[config.mk]
export PLATFORM = sky130hd
export DESIGN_NAME = int_ctrl
export DESIGN_NICKNAME = d
export VERILOG_FILES = /design/src/rtl/int_ctrl_pkg.sv /design/src/rtl/int_prio_enc.sv /design/src/rtl/int_ctrl.sv
export SDC_FILE = /design/constraint.sdc
export NUM_CORES = 1
export LEC_CHECK = 0
export CAP_MARGIN = 15
export CORE_MARGIN = 8
export CORE_UTILIZATION = 45
export CTS_BUF_LIST = sky130_fd_sc_hd__clkbuf_4
export CTS_CLUSTER_DIAMETER = 40
export DETAILED_ROUTE_END_ITERATION = 6
export GPL_ROUTABILITY_DRIVEN = 0
export PLACE_DENSITY = 0.93
export SYNTH_ARGS = -nofsm -noshare
export SYNTH_HDL_FRONTEND = slang
export SYNTH_SLANG_ARGS = --single-unit
[constraint.sdc]
create_clock -name MCLK -period 3.2 [get_ports MCLK]
set_input_delay 0.64 -clock MCLK [delete_from_list [all_inputs] [get_ports MCLK]]
set_output_delay 0.64 -clock MCLK [all_outputs]
set_load 0.02 [all_outputs]
[src/rtl/int_ctrl_pkg.sv]
// Shared constants, state encoding and vector helpers for the interrupt controller.
// The NMI vector offset lives here so the whole address map stays in one place.
package int_ctrl_pkg;

    localparam int VEC_W = 16;
    localparam int IDX_W = 4;

    typedef enum logic [1:0] {
        IDLE  = 2'd0,
        REQ   = 2'd1,
        GRANT = 2'd2,
        WAIT  = 2'd3
    } state_e;

    // NMI sits one slot above the last maskable line in the vector table.
    function automatic logic [VEC_W-1:0] nmiOffset(input int irqCount);
        return VEC_W'(2 * irqCount);
    endfunction

    function automatic logic [VEC_W-1:0] vecAddr(input logic [VEC_W-1:0] base,
                                                 input logic [IDX_W-1:0] idx);
        return base + {{(VEC_W-IDX_W-1){1'b0}}, idx, 1'b0};
    endfunction

endpackage

[src/rtl/int_prio_enc.sv]
// Priority encoder: reports the highest set request index and whether any request is set.
module int_prio_enc
    import int_ctrl_pkg::*;
#(
    parameter int WIDTH = 8
) (
    input  logic [WIDTH-1:0] req_i,
    output logic [IDX_W-1:0] idx_o,
    output logic             valid_o
);

    // Ascending scan so the last (highest) set bit wins.
    always_comb begin
        idx_o = '0;
        for (int i = 0; i < WIDTH; i++) begin
            if (req_i[i]) begin
                idx_o = IDX_W'(i);
            end
        end
    end

    assign valid_o = |req_i;

endmodule

[src/rtl/int_ctrl.sv]
// Interrupt controller: prioritises IRQ lines, hands a vector to the CPU and auto-clears the winner.
// Optional non-maskable input enabled with macro INT_CTRL_NMI_EN.
module int_ctrl
    import int_ctrl_pkg::*;
#(
    parameter int               IRQ_COUNT   = 8,
    parameter logic [VEC_W-1:0] VECTOR_BASE = 16'hFFE0
) (
    input  logic                 MCLK,
    input  logic                 reset,
`ifdef INT_CTRL_NMI_EN
    input  logic                 NMIIN,
`endif
    input  logic [IRQ_COUNT-1:0] IRQ,
    input  logic                 GIE,
    input  logic                 INTACK,
    input  logic                 INTDONE,
    output logic                 INTREQ,
    output logic [VEC_W-1:0]     INTADDR,
    output logic                 VECVALID,
    output logic [IRQ_COUNT-1:0] IRQCLR,
    output logic                 SPURIOUS
);

    state_e                 state_q, state_d;
    logic                   intReq_q, intReq_d;
    logic [VEC_W-1:0]       addr_q, addr_d;
    logic                   vecValid_q, vecValid_d;
    logic [IRQ_COUNT-1:0]   irqClr_q, irqClr_d;
    logic                   spurious_q, spurious_d;

    logic [IDX_W-1:0]       encIdx;
    logic                   encValid;
    logic                   nmiPend;
    logic                   cond;

    int_prio_enc #(
        .WIDTH (IRQ_COUNT)
    ) u_prio_enc (
        .req_i   (IRQ),
        .idx_o   (encIdx),
        .valid_o (encValid)
    );

`ifdef INT_CTRL_NMI_EN
    localparam logic [VEC_W-1:0] NMI_VEC = VECTOR_BASE + nmiOffset(IRQ_COUNT);

    logic nmiIn_q;
    logic nmiPend_q, nmiPend_d;
    logic grantNmi_q, grantNmi_d;

    // Latch stays set until the grant that actually serviced it, regardless of GIE.
    always_comb begin
        nmiPend_d  = nmiPend_q;
        grantNmi_d = grantNmi_q;
        if (state_q == GRANT && grantNmi_q) begin
            nmiPend_d  = 1'b0;
            grantNmi_d = 1'b0;
        end
        if (state_q == REQ && INTACK) begin
            grantNmi_d = nmiPend_q;
        end
        if (NMIIN && !nmiIn_q) begin
            nmiPend_d = 1'b1;
        end
    end

    always_ff @(posedge MCLK or posedge reset) begin
        if (reset) begin
            nmiIn_q    <= 1'b0;
            nmiPend_q  <= 1'b0;
            grantNmi_q <= 1'b0;
        end else begin
            nmiIn_q    <= NMIIN;
            nmiPend_q  <= nmiPend_d;
            grantNmi_q <= grantNmi_d;
        end
    end

    assign nmiPend = nmiPend_q;
`else
    assign nmiPend = 1'b0;
`endif

    assign cond = (GIE && encValid) || nmiPend;

    always_comb begin
        state_d    = state_q;
        intReq_d   = 1'b0;
        addr_d     = addr_q;
        vecValid_d = vecValid_q;
        irqClr_d   = '0;
        spurious_d = 1'b0;
        unique case (state_q)
            IDLE: begin
                vecValid_d = 1'b0;
                if (cond) begin
                    state_d  = REQ;
                    intReq_d = 1'b1;
                end
            end
            REQ: begin
                intReq_d = 1'b1;
                // INTACK takes precedence over a simultaneous INTDONE here.
                if (INTACK) begin
                    state_d    = GRANT;
                    intReq_d   = 1'b0;
                    vecValid_d = 1'b1;
`ifdef INT_CTRL_NMI_EN
                    if (nmiPend) begin
                        addr_d = NMI_VEC;
                    end else
`endif
                    if (GIE && encValid) begin
                        addr_d   = vecAddr(VECTOR_BASE, encIdx);
                        irqClr_d = IRQ_COUNT'(1) << encIdx;
                    end else begin
                        addr_d     = VECTOR_BASE;
                        spurious_d = 1'b1;
                    end
                end else if (!cond) begin
                    state_d  = IDLE;
                    intReq_d = 1'b0;
                end
            end
            GRANT: begin
                state_d = WAIT;
            end
            WAIT: begin
                if (INTDONE) begin
                    state_d    = IDLE;
                    vecValid_d = 1'b0;
                end
            end
            default: begin
                state_d    = IDLE;
                vecValid_d = 1'b0;
            end
        endcase
    end

    always_ff @(posedge MCLK or posedge reset) begin
        if (reset) begin
            state_q    <= IDLE;
            intReq_q   <= 1'b0;
            addr_q     <= '0;
            vecValid_q <= 1'b0;
            irqClr_q   <= '0;
            spurious_q <= 1'b0;
        end else begin
            state_q    <= state_d;
            intReq_q   <= intReq_d;
            addr_q     <= addr_d;
            vecValid_q <= vecValid_d;
            irqClr_q   <= irqClr_d;
            spurious_q <= spurious_d;
        end
    end

    assign INTREQ   = intReq_q;
    assign INTADDR  = addr_q;
    assign VECVALID = vecValid_q;
    assign IRQCLR   = irqClr_q;
    assign SPURIOUS = spurious_q;

endmodule

# After elaboration in Yosys (flattened, before gate mapping)
# Index checks and enable logic that the tools add are counted.
[word_totals]
input_bits = 13
out_inout_bits = 27
wordCells = 47
regBits = 29
[op_classes]
n_reduce_logical = 7
muxes = 25
eq_ne = 7
shifts = 1
add_sub_neg = 1
[ops]
columns = ["op", "count"]
rows = [
  ["8-bit 2-to-1 mux", 3],
  ["16-bit 2-to-1 mux", 1],
  ["2-bit 2-to-1 mux", 6],
  ["3-bit 2-to-1 mux", 4],
  ["1-bit 2-to-1 mux", 8],
  ["2-bit case mux with 4 select lines", 1],
  ["8-bit OR reduction", 1],
  ["1-bit by 4-bit << shifter with 8-bit output, first input constant", 1],
  ["6-bit by 6-bit adder with 7-bit output, first input constant", 1],
  ["2-bit != test, second input constant", 3],
  ["3-bit AND reduction", 2],
  ["2-bit == test, second input constant", 2],
  ["3-bit != test, second input constant", 1],
  ["1-bit case mux with 3 select lines", 1],
  ["3-bit nonzero test", 1],
  ["2-bit by 1-bit == test with 1-bit output, second input constant", 1],
  ["2-bit logical NOT", 1],
  ["1-bit case mux with 2 select lines", 1],
  ["2-bit AND reduction", 1],
  ["1-bit logical AND", 1],
]

# Depth between registers and ports, before layout
[depth]
word_depth = 11
depth_mapped = 7
depth_no_buf = 6

# Hierarchy
# From an unflattened synthesis, not the netlist that was laid out.
[unflattened]
hier_cells = 90
area_unflattened_um2 = 972.2
[by_module_without_submodules]
columns = ["module", "instances", "cells_per_inst", "area_each_um2"]
rows = [
  ["int_ctrl", 1, 76, 894.6],
  ["int_prio_enc", 1, 14, 77.6],
]

# Worst setup path after synthesis
# No wires, ideal clock.
[synth_path]
kind = "input to register"
startpoint = "in IRQ[6]"
endpoint = "reg with a tool-made name"
arrival_time_ns = 1.893
path_slack_ns = 1.176
path_stages = 5
setup_ns = 0.131
path_cell_list = "or4_4 o21ai_4 o21ai_2 a211o_1 mux2i_1"
[synth_rtl]
columns = ["item", "line", "rtl"]
rows = [
  ["from (decl)", "int_ctrl.sv:14", "input logic [IRQ_COUNT-1:0] IRQ,"],
]

==> impl_metrics.tcl <==
set metrics [dict create \
    status "complete, no violations" \
    max_freq_mhz 426 \
    cp_slowest_stage_delay_ns 0.58 \
    rows 16 \
    yosys_warnings 0 \
    crit_slowest_cell "or4_4" \
    cts_resized 0 \
    initial_utilization_pct 45.9 \
    synth-edff-count 0 \
    syn_area_um2 872 \
    p_leak_nw 0.551 \
    worst-path-buf-inv 1 \
    grt_usage_pct 10.9 \
    layout_min_cycle_time_ns 2.35 \
    avgSynthCellArea_um2 10.6 \
    port_buffers 37 \
    timing.slew.headroom_pct 60.1 \
    clk_latency_ns 0.28 \
    clock_sinks 17 \
    maxCapViolations 0 \
    p_per_area_nw_per_um2 564 \
    worstPathArrival_ns 2.50 \
    antenna_cells_inserted 0 \
    ir_drop_mv 0.427 \
    fin_area_um2 1220 \
    cts_buffers 3 \
    cts_hold_buf 0 \
    totalWireLength_um 1860 \
    pwr-share-comb_pct 41.4 \
    final_common_cell "clkdlybuf4s50_1" \
    first_pass_iters 4 \
    synth-main-ff-cell "dfrtp_1" \
    die_area_um2 3600 \
    path_cells "clkdlybuf4s50_1 > or4_4 > o21ai_4 > o21ai_2 > a211o_1 > mux2i_1" \
    p_seq_share_pct 41.7 \
    path_clk_slew_ns 0.09 \
    syn_inst 82 \
    layout-drive-gt1-share_pct 7.21 \
    grt.overflow.total 0 \
    r2r_slack_ns 1.41 \
    cp-startpoint "IRQ[7]" \
    hp-class "reg2reg" \
    tritoncts "done" \
    drt_iter0_markers 8 \
    place_hpwl_um 1550 \
    switchingPower_w 0.000237 \
    cts-root-buf "clkbuf_4" \
    wl_per_cell_um 13.5 \
    place_area_um2 1190 \
    grt_max_degree 18 \
    cp_top_family "compound AO/OA/AOI/OAI gates" \
    async_flop_share_pct 100 \
    clockBufferDepth 2 \
    p_int_w 0.000448 \
    drv_slew 0 \
    end_kind "flop" \
    worstMarginPinSlew_ns 0.597 \
    vias_per_cell 4.80 \
    startpoint_type "primary input" \
    required_ns 3.36 \
    drc 0 \
    hold_start "INTADDR[2]" \
    min_period_over_period_pct 73.3 \
    ant_nets 0 \
    ys_ff_latch 17 \
    finalClockSkew_ns 0.000423 \
    fin_util_pct 63.9 \
    fin_setup_tns_ns 0 \
    area_growth_pct 39.5 \
    pwr-share-clk_pct 17.0 \
    layout.nets 129 \
    core_um2 1900 \
    rsz0062_at_grt "false" \
    final_cell_mix "37 x clkdlybuf4s50_1, 17 x dfrtp_1, 6 x a21oi_1, 6 x inv_1, 5 x nor2_1" \
    htree_levels 1 \
    grt_pass1_wl_um 2970 \
    die_w_um 60.0 \
    die_h_um 60.0 \
    cp_max_fo 7 \
    first_global_vias 676 \
    post_cts_buffers 0 \
    antenna_found_initial 0 \
    setup_viol 0 \
    final_hold_viol_count 0 \
    vias 663 \
    ios 40 \
    ys_seq_area_share_pct 48.8 \
    path_class "in2reg" \
    swShare_pct 34.6 \
    yosysUniqueCellTypes 28 \
]
## worst register-to-register path: cells and delay by family, from the launching register on
kind / cells / cell delay, ns
AOI/OAI and AO/OA: 1 / 0.25
DFF: 1 / 0.42
adders and majority gates: 1 / 0.22
and+or+nand+nor: 3 / 0.68
buffers and inverters: 1 / 0.12
## cells in the mapped netlist (2+ instances only)
cell | number | share of area [%]
inv_1 | 6 | 2.6
and3_1 | 2 | 1.4
nor2b_1 | 2 | 1.4
dfrtp_1 | 17 | 49
nand2_1 | 4 | 1.7
nand2b_1 | 4 | 2.9
or4_4 | 2 | 2.6
buf_4 | 12 | 10
nor2_1 | 5 | 2.2
ha_1 | 4 | 5.7
o31ai_1 | 2 | 1.7
a21oi_1 | 6 | 3.4
## metrics by stage
step / std cells / setup slack (ns) / hold slack (ns) / total power (W)
after detailed placement: 134 / 0.558 / 0.472 / 0.000573
after floorplan: 83 / 1.18 / 0.528 / 0.000457
after CTS: 138 / 0.862 / 0.492 / 0.000691
final: 138 / 0.855 / 0.498 / 0.000685
after global placement: 134 / 0.638 / 0.471 / 0.000558
after global routing: 138 / 0.809 / 0.543 / 0.000735
## routing by layer
| layer | GRT usage [%] | wire length [um] |
|---|---|---|
| met1 | 11.3 | 739 |
| met2 | 19.7 | 930 |
| met3 | 2.37 | 153 |
| met4 | 6.12 | 39 |
| met5 | 0 | 0 |
## registers in the layout, summed over array words and instances, names as in the netlist, named ones only
register and count:
IRQCLR 8, INTADDR 4, state_q 1, VECVALID 1, SPURIOUS 1, INTREQ 1
## cell families (layout without fill, tap and decap cells)
group,Yosys count,count (layout),share of synthesized area (%)
DFF,17,17,48.8
and+or+nand+nor,24,24,16.6
muxes,1,1,1.15
adders and majority gates,4,4,5.74
other,1,2,0.430
buffers and inverters,19,47,13.3
AOI/OAI and AO/OA,16,16,13.9
## power groups by stage
stage                     Clock [W]  Sequential (W)  Combinational (W)
final                      0.000116        0.000286           0.000283
after global routing       0.000132        0.000290           0.000312
after CTS                  0.000120        0.000285           0.000286
after detailed placement          0        0.000289           0.000284
after global placement            0        0.000286           0.000273
after floorplan                   0        0.000324           0.000133
## area by class of cell
cell class              count  area [um2]
multi-input cells          47         334
inverters                   6        22.5
repair buffers             37         370
flip-flops and latches     17         425
clock buffers               4        30.0
well taps                  27        33.8
fillers                   162         686
## final timing paths
| check | endpoint | cells past startpoint |
|---|---|---|
| worst max-delay path | flop | 6 |
| worst min-delay path | INTADDR[2] | 2 |
| worst max register to register | IRQCLR[2] | 6 |
| worst min register to register | INTADDR[2] | 2 |
| max in group asynchronous | state_q[0] | 2 |
| min in group asynchronous | INTREQ | 2 |
Power figures use the tool's default switching activity.
